## src/rtl/stepper_pkg.sv

```systemverilog
// Shared definitions for the stepper coil driver: state encoding, coil width
// and the legal-pattern check used by the FSM.
package stepper_pkg;

    localparam int COIL_W = 4;

    localparam logic [2:0] ST_DISABLED = 3'd0;
    localparam logic [2:0] ST_DEAD     = 3'd1;
    localparam logic [2:0] ST_DRIVE    = 3'd2;
    localparam logic [2:0] ST_HOLD     = 3'd3;
    localparam logic [2:0] ST_FAULT    = 3'd4;

    // Opposite coils (0/2, 1/3) must never be energised together.
    function automatic logic is_legal_pattern(input logic [COIL_W-1:0] p);
        logic [2:0] ones;
        ones = 3'(p[0]) + 3'(p[1]) + 3'(p[2]) + 3'(p[3]);
        return (ones <= 3'd2) && !(p[0] && p[2]) && !(p[1] && p[3]);
    endfunction

endpackage

```

## src/rtl/hold_pwm.sv

```systemverilog
// Free-running hold-current PWM; pwm_on reflects the count being loaded this
// cycle so it lines up with the registered coil outputs.
module hold_pwm #(
    parameter int PWM_PERIOD = 16,
    parameter int HOLD_DUTY  = 4
) (
    input  logic clk,
    input  logic reset,
    input  logic enable,
    output logic pwm_on
);
    localparam int CW = $clog2(PWM_PERIOD + 1);

    logic [CW-1:0] pwm_cnt;
    logic [CW-1:0] cnt_next;

    always_comb begin
        cnt_next = '0;
        if (enable && (pwm_cnt != CW'(PWM_PERIOD - 1)))
            cnt_next = pwm_cnt + CW'(1);
    end

    always_ff @(posedge clk) begin
        if (reset) pwm_cnt <= '0;
        else       pwm_cnt <= cnt_next;
    end

    assign pwm_on = (cnt_next < CW'(HOLD_DUTY));

endmodule

```

## src/rtl/stepper_phase_driver.sv

```systemverilog
// Coil output stage: dead time between patterns, minimum step interval,
// PWM hold after inactivity, sticky fault on illegal coil patterns.
//
//   state    | meaning
//   DISABLED | enable low, coils off
//   DEAD     | all coils off between two patterns
//   DRIVE    | active pattern driven at full current
//   HOLD     | active pattern chopped by the hold PWM
//   FAULT    | illegal pattern seen, coils off until enable drops
module stepper_phase_driver
    import stepper_pkg::*;
#(
    parameter int DEAD_CYCLES     = 4,
    parameter int MIN_STEP_CYCLES = 50,
    parameter int HOLD_TIMEOUT    = 1000,
    parameter int PWM_PERIOD      = 16,
    parameter int HOLD_DUTY       = 4
) (
    input  logic              clk,
    input  logic              reset,
    input  logic              enable,
    input  logic [COIL_W-1:0] phase_in,
    output logic [COIL_W-1:0] coils,
    output logic              busy,
    output logic              holding,
    output logic              fault
);
    localparam int DW = $clog2(DEAD_CYCLES + 1);
    localparam int SW = $clog2(MIN_STEP_CYCLES + 1);
    localparam int IW = $clog2(HOLD_TIMEOUT + 1);
    localparam logic [DW-1:0] DEAD_MAX = DW'(DEAD_CYCLES);
    localparam logic [SW-1:0] STEP_MAX = SW'(MIN_STEP_CYCLES);
    localparam logic [IW-1:0] IDLE_MAX = IW'(HOLD_TIMEOUT);

    logic [2:0]        state, state_d;
    logic [COIL_W-1:0] phase_q, active, active_d, target, target_d, coils_d;
    logic [DW-1:0]     dead_cnt, dead_d;
    logic [SW-1:0]     step_timer, step_d;
    logic [IW-1:0]     idle_cnt, idle_d;
    logic              pending, legal, changed, pwm_on;

    hold_pwm #(
        .PWM_PERIOD (PWM_PERIOD),
        .HOLD_DUTY  (HOLD_DUTY)
    ) u_hold_pwm (
        .clk    (clk),
        .reset  (reset),
        .enable (state == ST_HOLD),
        .pwm_on (pwm_on)
    );

    assign legal   = is_legal_pattern(phase_q);
    assign changed = (phase_q != active);

    always_comb begin
        state_d  = state;
        active_d = active;
        target_d = target;
        dead_d   = dead_cnt;
        step_d   = step_timer;
        idle_d   = idle_cnt;
        coils_d  = '0;
        pending  = 1'b0;
        // Disable outranks fault detection so a dropping enable never latches a fault.
        if (!enable) begin
            state_d = ST_DISABLED;
        end else begin
            case (state)
                ST_DISABLED: begin
                    target_d = phase_q;
                    dead_d   = DW'(1);
                    state_d  = legal ? ST_DEAD : ST_FAULT;
                end
                ST_DEAD: begin
                    target_d = phase_q;
                    if (!legal) begin
                        state_d = ST_FAULT;
                    end else if (dead_cnt == DEAD_MAX) begin
                        state_d  = ST_DRIVE;
                        active_d = target;
                        coils_d  = target;
                        step_d   = '0;
                        idle_d   = '0;
                    end else begin
                        dead_d = dead_cnt + DW'(1);
                    end
                end
                ST_DRIVE: begin
                    step_d = (step_timer == STEP_MAX) ? step_timer : step_timer + SW'(1);
                    idle_d = (idle_cnt == IDLE_MAX) ? idle_cnt : idle_cnt + IW'(1);
                    if (!legal) begin
                        state_d = ST_FAULT;
                    end else if (changed && (step_timer == STEP_MAX)) begin
                        state_d  = ST_DEAD;
                        target_d = phase_q;
                        dead_d   = DW'(1);
                    end else if (changed) begin
                        pending = 1'b1;
                        coils_d = active;
                    end else if (idle_cnt == IDLE_MAX) begin
                        state_d = ST_HOLD;
                        coils_d = pwm_on ? active : '0;
                    end else begin
                        coils_d = active;
                    end
                end
                ST_HOLD: begin
                    if (!legal) begin
                        state_d = ST_FAULT;
                    end else if (changed) begin
                        state_d  = ST_DEAD;
                        target_d = phase_q;
                        dead_d   = DW'(1);
                    end else begin
                        coils_d = pwm_on ? active : '0;
                    end
                end
                ST_FAULT: state_d = ST_FAULT;
                default:  state_d = ST_DISABLED;
            endcase
        end
    end

    always_ff @(posedge clk) begin
        if (reset) begin
            state      <= ST_DISABLED;
            phase_q    <= '0;
            active     <= '0;
            target     <= '0;
            dead_cnt   <= '0;
            step_timer <= '0;
            idle_cnt   <= '0;
            coils      <= '0;
            busy       <= 1'b0;
            holding    <= 1'b0;
            fault      <= 1'b0;
        end else begin
            state      <= state_d;
            phase_q    <= phase_in;
            active     <= active_d;
            target     <= target_d;
            dead_cnt   <= dead_d;
            step_timer <= step_d;
            idle_cnt   <= idle_d;
            coils      <= coils_d;
            busy       <= (state_d == ST_DEAD) || pending;
            holding    <= (state_d == ST_HOLD);
            fault      <= (state_d == ST_FAULT);
        end
    end

endmodule

```

## config.mk

```make
export PLATFORM = sky130hd
export DESIGN_NAME = stepper_phase_driver
export DESIGN_NICKNAME = d
export VERILOG_FILES = /design/src/rtl/stepper_pkg.sv /design/src/rtl/hold_pwm.sv /design/src/rtl/stepper_phase_driver.sv
export SDC_FILE = /design/constraint.sdc
export NUM_CORES = 1
export LEC_CHECK = 0
export CORE_MARGIN = 4
export CORE_UTILIZATION = 40
export CTS_BUF_LIST = sky130_fd_sc_hd__clkbuf_4
export DETAILED_ROUTE_END_ITERATION = 7
export PLACE_DENSITY = 0.62
export SYNTH_ARGS = -nofsm -noshare
export SYNTH_HDL_FRONTEND = slang
export SYNTH_HIERARCHICAL = 1
export SYNTH_SLANG_ARGS = --single-unit
```

## constraint.sdc

```tcl
create_clock -name clk -period 5.92 [get_ports clk]
set_input_delay 1.776 -clock clk [delete_from_list [all_inputs] [get_ports clk]]
set_output_delay 1.776 -clock clk [all_outputs]
set_load 0.02 [all_outputs]
```

==> results.ini <==
[status]
status=finished clean

[synthesis]
synthAdderAreaFrac=0.0675
netlist_area_um2=2340
synth_ff_type=dfxtp_1
synthCells=262
synth-edff-count=0
synth-compound-area-share=0.178
ys_seq_area_frac=0.394
ys_types=59
synth-simple-area-share=0.255
ys_ff_latch=46
synth_top_family_by_area=simple AND/OR/NAND/NOR gates
syn-mean-instance-area_um2=8.92
async_flop_share=0
synth_xor_area_frac=0.0337
synth.mux.area_fraction=0.0348
ys_warn_count=6
syn_nets=281

[power]
p_sw_frac=0.259
irDropWorstVdd_uv=137
p_seq_frac=0.629
intPower_w=0.000379
p_comb_frac=0.088
power.density_nw_per_um2=199
p_leak_nw=0.900
clkPwrFrac=0.283
power.switching_w=0.000132

[run]
maxCapViolCount=0

[setup_path]
crit_required_ns=6.17
crit_type=input port to flop
cp_max_fo=12
cp_data_arrival_time_ns=3.55
cp-start-kind=input port
worst_setup_path_end_kind=flop

[clocking]
cts_hold_buf=0
clk_pin_slew_worst_paths_ns=0.14
clock_latency_ns=0.36
postCtsSetupBuffers=0
root_buffer=clkbuf_4
htreeDepth=2
ctsResizeCount=0
cts_buffer_depth=2
cts_tree=built
cts_sinks=46
cts_buffers=5

[detailed_routing]
first_pass_iters=4
avgViaCountPerCell=5.44
routed_wl_um=4760
num_vias=1889
drc=0
wl_per_cell_um=13.7
ant_nets=0
drtIter0Drc=122

[sta]
period_minus_slack_ns=3.30
max_freq_mhz=303
finClkSkew_ns=0.0126
maxSlewHeadroom=0.397
hold_violations=0
setup_violations=0
tns_ns=0
slew_viol_final=0
rsz0062_at_grt=false
tightest_slew_ns=0.900
holdWs_ns=0.479
fin_crit_sh=0.558

[floorplanning]
die_x_um=84.4
rows=27
start_util=0.419
core_area_um2=5570
die_h_um=84.4
ios=14
fp.dieArea_um2=7130

[cells_and_area]
fin_nets=293
instances_no_fill=347
layout-drive-gt1-share=0.0655
area_delta_synth_final_pct=10.2
utilization=0.462
diodes=0

[placed_design]
dpl.hpwl_um=3450
routabilityCongestion=0.764
placed_cells=339
portBuffers=13

[global_route]
grt-busiest-layer=met2
grtUsageMet2=0.221
grt_overflow_total=0
grtUsageMet3=0.0314
grt_max_degree=38
grt.total_usage=0.145
grt_pass1_vias=1843
use_met1=0.202
antenna_found_initial=0
grt_pass1_wl_um=8510

[worst_hold_path]
hold_path_class=flop to flop

-- cell usage after synthesis (all sizes together) (2+ instances only) --
cell type | n | area (µm²)
mux2i | 7 | 70.1
nor4 | 3 | 33.8
nor3 | 11 | 55.1
a21oi | 21 | 105
ha | 11 | 138
nor3b | 2 | 20.0
a221oi | 2 | 23.8
inv | 11 | 41.3
a22oi | 5 | 37.5
nand3b | 2 | 15.0
buf | 3 | 21.3
clkbuf | 6 | 22.5
xor2 | 8 | 70.1
or3 | 2 | 12.5
o211ai | 2 | 15.0
nor2b | 6 | 40.0
o21bai | 2 | 15.0
and2 | 3 | 18.8
o2111ai | 2 | 17.5
and4 | 2 | 17.5
nand3 | 16 | 97.6
a211oi | 2 | 15.0
o21ai | 12 | 60.1
nand2b | 8 | 57.6
dfxtp | 46 | 921
nand2 | 14 | 55.1
nor2 | 25 | 93.8
and3 | 5 | 32.5
a21bo | 4 | 40.0
-- cells by family after synthesis --
group | Yosys count
AOI/OAI and AO/OA | 62
xor gates and xnor gates | 9
adders and majority gates | 12
buffers and inverters | 20
DFF | 46
muxes | 8
and+or+nand+nor | 105
-- power by group through the flow --
| stage | Combinational, W | Clock (W) | Sequential [W] |
|---|---|---|---|
| after global routing | 0.0000504 | 0.000166 | 0.000323 |
| after floorplan | 0.0000329 | 0 | 0.000327 |
| after global placement | 0.0000447 | 0 | 0.000328 |
| after detailed placement | 0.0000452 | 0 | 0.000328 |
| after CTS | 0.0000456 | 0.000150 | 0.000321 |
| final | 0.0000452 | 0.000145 | 0.000322 |
-- state kept, by name, indices dropped and copies added, names as in the netlist --
signal              count
u_hold_pwm/pwm_cnt      5
step_timer              6
busy                    1
fault                   1
target                  4
phase_q                 4
idle_cnt               10
dead_cnt                3
coils                   4
active                  4
holding                 1
state                   3
-- worst max-delay path: stages --
cell	delay (ns)
clkdlybuf4s50_1	0.53
nand2b_1	0.16
a221oi_2	0.70
nor4b_1	0.31
a211oi_1	0.08
-- placed cells by master, fill, tap and decap left out, types with 3 or more instances in the layout --
master | netlist | final
clkdlybuf4s50_1 | 0 | 13
xor2_1 | 8 | 8
nand2b_1 | 7 | 7
nor2_1 | 25 | 25
and2_1 | 3 | 3
dfxtp_1 | 46 | 46
a21oi_1 | 21 | 21
o21ai_0 | 11 | 11
nand3_1 | 14 | 14
a22oi_1 | 5 | 5
mux2i_1 | 7 | 7
a21bo_1 | 4 | 4
nor2b_1 | 5 | 5
and3_1 | 4 | 4
nand2_1 | 13 | 13
clkbuf_4 | 0 | 5
inv_1 | 11 | 11
ha_1 | 11 | 11
nor3_1 | 11 | 11
-- metal layers --
layer	vias to the layer above	wire length, µm
met5	-	0
met4	0	73
met3	8	219
met2	36	2050
met1	878	2420
li1	967	-
-- area by class of cell --
type                    instances  area, µm²
fillers                       567       3000
repair buffers                 14        138
clock buffers                   5       37.5
inverters                      11       41.3
flip-flops and latches         46        921
multi-input cells             196       1330
well taps                      72       90.1
clock inverters                 3       16.3
-- final timing paths --
kind,cells after the start,slack [ns],end,from
hold / removal,1,0.48,u_hold_pwm/pwm_cnt[0]$_SDFF_PP0_,u_hold_pwm/pwm_cnt[0]$_SDFF_PP0_
setup reg to reg,8,2.98,idle_cnt[7]$_SDFFE_PP0P_,phase_q[1]$_SDFF_PP0_
setup / recovery,5,2.62,dead_cnt[0]$_SDFFE_PP0P_,enable
hold reg to reg,1,0.48,u_hold_pwm/pwm_cnt[0]$_SDFF_PP0_,u_hold_pwm/pwm_cnt[0]$_SDFF_PP0_
-- through the flow --
step	worst slack [ns]	total power, W	area [µm²]
floorplan	3.16	0.000360	2340
global placement	2.30	0.000373	2520
detailed placement	2.23	0.000373	2520
CTS	2.63	0.000517	2570
global route	2.44	0.000539	2570
finish	2.62	0.000511	2570
Note: power is estimated with default switching activity, not from simulation.
